**config.mk**
```make
export PLATFORM = sky130hd
export DESIGN_NAME = mem_writer
export DESIGN_NICKNAME = d
export VERILOG_FILES = /design/src/rtl/mem_writer.sv
export SDC_FILE = /design/constraint.sdc
export NUM_CORES = 1
export LEC_CHECK = 0
export ABC_AREA = 1
export BUFFER_PORTS_ARGS = -buffer_cell sky130_fd_sc_hd__buf_2
export CAP_MARGIN = 20
export CELL_PAD_IN_SITES_DETAIL_PLACEMENT = 0
export CELL_PAD_IN_SITES_GLOBAL_PLACEMENT = 1
export CORE_MARGIN = 1.5
export CORE_UTILIZATION = 48
export DETAILED_ROUTE_END_ITERATION = 8
export PLACE_DENSITY_LB_ADDON = 0.1
export SYNTH_ARGS = -nofsm -noshare
export SYNTH_HDL_FRONTEND = slang
export SYNTH_SLANG_ARGS = --single-unit
export TNS_END_PERCENT = 20
```
**constraint.sdc**
```tcl
create_clock -name clk -period 2.35 [get_ports clk]
set_input_delay 0.3525 -clock clk [delete_from_list [all_inputs] [get_ports clk]]
set_output_delay 0.3525 -clock clk [all_outputs]
set_load 0.02 [all_outputs]
```
**src/rtl/mem_writer.sv**
```systemverilog
// Burst loader for a small lookup memory with a registered read-back port.
// Optional stored even parity per word is enabled by defining MEM_WRITER_PARITY_EN.
module mem_writer #(
  parameter int DATA_W = 10,
  parameter int DEPTH  = 10,
  parameter int ADDR_W = 4
) (
  input  logic              clk,
  input  logic              rst_n,
  input  logic              start,
  input  logic [ADDR_W-1:0] base_addr,
  input  logic [ADDR_W-1:0] length,
  input  logic              wr_valid,
  input  logic [DATA_W-1:0] wr_data,
  output logic              wr_ready,
  output logic              busy,
  output logic              done,
  output logic              err,
  input  logic [ADDR_W-1:0] rd_addr,
  output logic [DATA_W-1:0] rd_data
`ifdef MEM_WRITER_PARITY_EN
  ,
  output logic              rd_parity_err
`endif
);

`ifdef MEM_WRITER_PARITY_EN
  localparam int MEM_W = DATA_W + 1;
`else
  localparam int MEM_W = DATA_W;
`endif

  localparam logic [ADDR_W:0] DEPTH_X = DEPTH[ADDR_W:0];

  typedef enum logic [1:0] {
    IDLE,
    LOAD,
    DONE
  } state_t;

  state_t              state_q, state_d;
  logic [ADDR_W-1:0]   ptr_q, ptr_d;
  logic [ADDR_W-1:0]   rem_q, rem_d;
  logic                err_q, err_d;
  logic [DATA_W-1:0]   rd_data_q, rd_data_d;
  logic                mem_we;
  logic [MEM_W-1:0]    mem_wdata;
  logic [MEM_W-1:0]    rd_word;
  logic [ADDR_W:0]     end_sum;

  logic [MEM_W-1:0]    mem [DEPTH];

  always_comb begin
    state_d = state_q;
    ptr_d   = ptr_q;
    rem_d   = rem_q;
    err_d   = err_q;
    mem_we  = 1'b0;
    end_sum = {1'b0, base_addr} + {1'b0, length};
    case (state_q)
      IDLE: begin
        if (start) begin
          // Bursts that are empty or run past the last word are rejected whole.
          if ((length == '0) || (end_sum > DEPTH_X)) begin
            err_d   = 1'b1;
            state_d = DONE;
          end else begin
            err_d   = 1'b0;
            ptr_d   = base_addr;
            rem_d   = length;
            state_d = LOAD;
          end
        end
      end
      LOAD: begin
        if (wr_valid) begin
          mem_we = 1'b1;
          rem_d  = rem_q - ADDR_W'(1);
          if (rem_q == ADDR_W'(1)) begin
            state_d = DONE;
          end else begin
            ptr_d = ptr_q + ADDR_W'(1);
          end
        end
      end
      DONE:    state_d = IDLE;
      default: state_d = IDLE;
    endcase
  end

  always_ff @(posedge clk or negedge rst_n) begin
    if (!rst_n) begin
      state_q   <= IDLE;
      ptr_q     <= '0;
      rem_q     <= '0;
      err_q     <= 1'b0;
      rd_data_q <= '0;
    end else begin
      state_q   <= state_d;
      ptr_q     <= ptr_d;
      rem_q     <= rem_d;
      err_q     <= err_d;
      rd_data_q <= rd_data_d;
    end
  end

`ifdef MEM_WRITER_PARITY_EN
  assign mem_wdata = {^wr_data, wr_data};
`else
  assign mem_wdata = wr_data;
`endif

  // Storage is deliberately unreset so loaded contents survive rst_n.
  always_ff @(posedge clk) begin
    if (mem_we) begin
      mem[ptr_q] <= mem_wdata;
    end
  end

  always_comb begin
    rd_word = '0;
    if ({1'b0, rd_addr} < DEPTH_X) begin
      rd_word = mem[rd_addr];
    end
    rd_data_d = rd_word[DATA_W-1:0];
  end

`ifdef MEM_WRITER_PARITY_EN
  logic rd_perr_q, rd_perr_d;

  // Out-of-range reads yield an all-zero word, whose parity is consistent.
  assign rd_perr_d = ^rd_word;

  always_ff @(posedge clk or negedge rst_n) begin
    if (!rst_n) begin
      rd_perr_q <= 1'b0;
    end else begin
      rd_perr_q <= rd_perr_d;
    end
  end

  assign rd_parity_err = rd_perr_q;
`endif

  assign wr_ready = (state_q == LOAD);
  assign busy     = (state_q != IDLE);
  assign done     = (state_q == DONE);
  assign err      = err_q;
  assign rd_data  = rd_data_q;

endmodule

```
Word level (Yosys, flattened, before mapping). Memories as Yosys holds them, arrays and structs flattened. Cells that the tools add are included.

Memories kept: 1. Output and inout bits: 14. Bits in registers: 21. ROM bits: 0. Input bits: 26. Latch bits: 0. RAM bits: 100.

Memories: mem (words 10, width 10, rd ports 1, clocked after memory_dff 0, write ports 1, line 51) `logic [MEM_W-1:0] mem [DEPTH];`.

Reductions and logical operators: 9. Eq/ne operators: 8. Order comparisons: 2. Multipliers: 0. Mux-type cells: 20. Bitwise logic cells: 0. Add/subtract/negate cells: 3. Divide/modulo/power cells: 0. Shift-type cells: 0.

Operator list (count): 2-to-1 mux 4 bit (7); one-hot mux 4 bit (2 select lines) (2); 2-to-1 mux 10 bit (1); 2-to-1 mux 2 bit (4); != test 2 bit, second input constant (4); adder 4 x 4 -> 5 bit (1); > comparator 5 x 4 -> 1 bit, second input constant (1); 2-to-1 mux 1 bit (5); AND reduction 5 bit (1); adder 4 x 1 -> 4 bit, second input constant (1); equality test 4 x 1 -> 1 bit, second input constant (1); zero test 4 bit (1); less-than comparator 4 bit, second input constant (1); one-hot mux 2 bit (2 select lines) (1); AND reduction 4 bit (1); nonzero test 2 bit (2); subtractor 4 x 1 -> 4 bit, second input constant (1); AND reduction 3 bit (1); equality test 2 x 1 -> 1 bit, second input constant (1); equality test 2 bit, second input constant (1); zero test 2 bit (1); != test 2 x 1 -> 1 bit, second input constant (1); AND reduction 2 bit (1); logical OR 1 bit (1).

Depth between registers and ports, before layout.
Depth after elaboration: 6. Gate-level depth with buffers: 10.

Worst setup path after synthesis. Ideal clock, no wire load.

Kind: register -> register. Start: register state_q[1]. End: memory mem[0][0] (netlist bit) (enable). Arrival time: 1729 ps. Stages on the path, launching flop included: 7. Library setup time: 390 ps. Slack: 231 ps. Required time: 1960 ps. Clock period less this slack: 2119 ps. Cell sequence: dfrtp_1 > inv_1 > nand2_1 > inv_2 > nand2_1 > buf_2 > nor3_1.

Cells in the longest elaborated chain, start to end: 4.

RTL lines: from (decl) (line 41) `state_t state_q, state_d;`; from (signal assigned) (line 99) `state_q <= state_d;`; equality test 2 x 1 -> 1 bit; named net wr_ready (line 15) `output logic wr_ready,`; 2-to-1 mux 1 bit (line 60) `case (state_q)`; 2-to-1 mux 1 bit (line 115) `if (mem_we) begin`; 2-to-1 mux 1 bit (not written as such) (line 116) `mem[ptr_q] <= mem_wdata;`; to (decl) (line 51).

The timed path passes the listed nets, and every way through them passes these cells.

Worst setup path in the final report.
Start: register state_q[1]. End: memory mem[7][4] (netlist bit) (enable).

Cells in the longest elaborated chain, start to end: 4.

RTL lines (line): equality test 2 x 1 -> 1 bit (60); 2-to-1 mux 1 bit (60); 2-to-1 mux 1 bit (115); 2-to-1 mux 1 bit (not written as such) (116).

Every way passes these cells.

==> run summary <==
Outcome = finished, final reports clean
Setup-failing EPs final = 0
Die area = 0.01152 sq mm
Filler Cells Inserted = 892
I/O pin count = 40
Setup TNS = 0 ns
Layout cells sized above 1 = 0.2106
Crit path time final = 1.860 ns
Worst Max-Slew Pin Slew = 0.5000 ns
Core area = 0.01046 sq mm
Critical Path RT = 2.56 ns
Gpl congestion = 0.7794
Max transition margin = 0.6663
Fin. Hold Viols = 0
Initial drt markers = 207
Placed cell areas = 0.005620 sq mm
Routed WL per cell = 17.26 um
Skew final = 0.007491 ns
Synthesized area = 0.005225 sq mm
Critical Path Sink Type = flop
Mapped Cells = 453
Multi-input gate area = 0.001475 sq mm
Worst hold path type = input port to flop
Drt via density = 5.211
VDD IR max = 0.0005562 V
Achievable Freq = 537.5 MHz
Aggregate global routing overflow = 0
Number of synthesis warnings = 0
Cell Pwr Density = 970.6 mW/mm^2
Antenna Violating Nets Remaining = 0
Diodes inserted = 0
CTS H-tree depth = 4
Arrival time worst endpoint = 2.07 ns
Number of flops mapped to enable cells by yosys = 100
DRC viols = 0
Max_cap viols = 0
WL final = 11440 um
Seq cells post-synth = 121
Main synth FF type = edfxtp_1
First-pass GRT wire length = 18590 um
Nets@finish = 551
Startpoint type of the worst setup path = flop
Worst-skew pair later-pin latency = 0.50 ns
Vias in the first global route = 3488
CTS tree = done
Yosys cell types = 30
Final standard cell area without fillers = 0.006173 sq mm
Commonest non-fill, non-tap cell in the layout = edfxtp_1
Hpwl dp = 7660 um
DRT Pass-1 Iters = 4
Initial Utilization = 0.4994
Syn_area_per_cell = 11.53 sq um
Vert. Die Dim = 107.3 um
Syn-to-layout area delta = 18.15%
Post-CTS setup buffers = 0
Most frequent cells in the layout = 100 x edfxtp_1, 93 x nand2_1, 55 x nor2_1
Clk root buf = clkbuf_8
Final Cycle Share = 0.7916
Reg area = 0.003528 sq mm
Cts bufs inserted = 17
IO Port Bufs = 39
Largest net degree at the start of global routing = 43
Row cnt = 37
Syn nets = 490
Max-slew violations = 0
RSZ-0062 raised after global routing = false
Ys async rst share = 0.1736
Total Routing Usage GR = 0.2203
Post-CTS Hold Buffers = 1
CTS max path bufs = 2
Initial antenna violation count = 0
Clock Pin Slew Worst Setup and Hold Paths = 0.06 ns
Leakage Power = 2.434 nW
Type of the worst setup path = flop to flop
Die width = 107.3 um
CTS Sinks = 121
Vias = 3455
Post-CTS sizing = 0
Seq/Total Area, Yosys = 0.6753
Worst-path fanout max = 12
sequential cells by signal, indices dropped and copies added (netlist names):
register and flops:
mem 100, rd_data 10, state_q 2, rem_q 4, ptr_q 4, err 1
synth_stat cells (2+ instances only):
master    count  area [sq um]
nand3_1      12         60.06
nand2_1      93         349.1
nor2_2        4         25.02
buf_2         9         45.04
edfxtp_1    100          3003
inv_2         4         15.01
nor3_1       10         50.05
nand4_1       5         31.28
nor2_1       55         206.5
ha_1         10         125.1
o211ai_1      5         37.54
o21ai_1      19         95.09
dfrtp_1      21         525.5
inv_1        19         71.32
nand3_2      10         100.1
o21ai_0      31         155.2
clkbuf_1      2         7.510
a21oi_1      15         75.07
a31oi_1      10         62.56
buf_6         4         45.04
nand2_4       4         45.04
buf_4         3         22.52
critical path, stage by stage, from the launching register on:
cell     delay (ns)
dfrtp_1        0.39
inv_1          0.08
nand2_1        0.07
inv_2          0.14
nand2_1        0.28
nor3_1         0.37
buf_4          0.24
layout make-up:
class                           count  area share
Inverter                           25     0.01642
Tap cell                          136     0.02756
Sequential cell                   121      0.5715
Multi-Input combinational cell    289      0.2390
Clock buffer                       24     0.07641
Clock inverter                      8     0.01155
Timing Repair Buffer               60     0.05756
power breakdown:
group | total (mW) | switching [mW] | internal, mW | leakage, nW
Clock | 2.35 | 0.864 | 1.48 | 0.268
Combinational | 1.04 | 0.710 | 0.333 | 1.00
Sequential | 2.60 | 0.106 | 2.49 | 1.16
worst paths after layout:
| kind | start | end | slack [ns] | depth (start not counted) |
|---|---|---|---|---|
| min in group asynchronous | rst_n | rd_data[1] | 0.34 | 2 |
| max in group asynchronous | rst_n | state_q[1] | 1.67 | 2 |
| setup / recovery | state_q[1] | mem[7][4] | 0.49 | 6 |
| hold reg to reg | err | err | 0.50 | 1 |
| setup reg to reg | state_q[1] | mem[7][4] | 0.49 | 6 |
| hold / removal | wr_valid | state_q[0] | 0.11 | 4 |
cell families (layout without fill, tap and decap cells):
kind of cell | after synthesis | count (layout) | synth area share
simple gates | 194 | 194 | 0.1671
flops | 121 | 121 | 0.6753
compound gates | 82 | 82 | 0.08405
buf+inv | 43 | 117 | 0.04238
fa+ha+maj | 11 | 11 | 0.02778
xor+xnor | 2 | 2 | 0.003353
metrics by stage:
step / std cells / worst slack (ns) / hold WS, ns / power (mW) / utilization
global placement: 630 / 0.4088 / 0.3324 / 3.661 / 0.5372
global route: 663 / 0.3023 / 0.1117 / 6.287 / 0.5901
floorplan: 453 / 0.2311 / 0.05691 / 3.350 / -
CTS: 663 / 0.4769 / 0.09461 / 6.035 / 0.5901
finish: 663 / 0.4897 / 0.1105 / 5.992 / 0.5901
detailed placement: 630 / 0.3586 / 0.3545 / 3.686 / 0.5372
metal layers:
metal / GRT usage / routed length [um]
met5: 0 / 0
met4: 0.06203 / 108
met2: 0.3490 / 5358
met3: 0.04600 / 653
met1: 0.3099 / 5320
(Power assumes the default switching activity.)
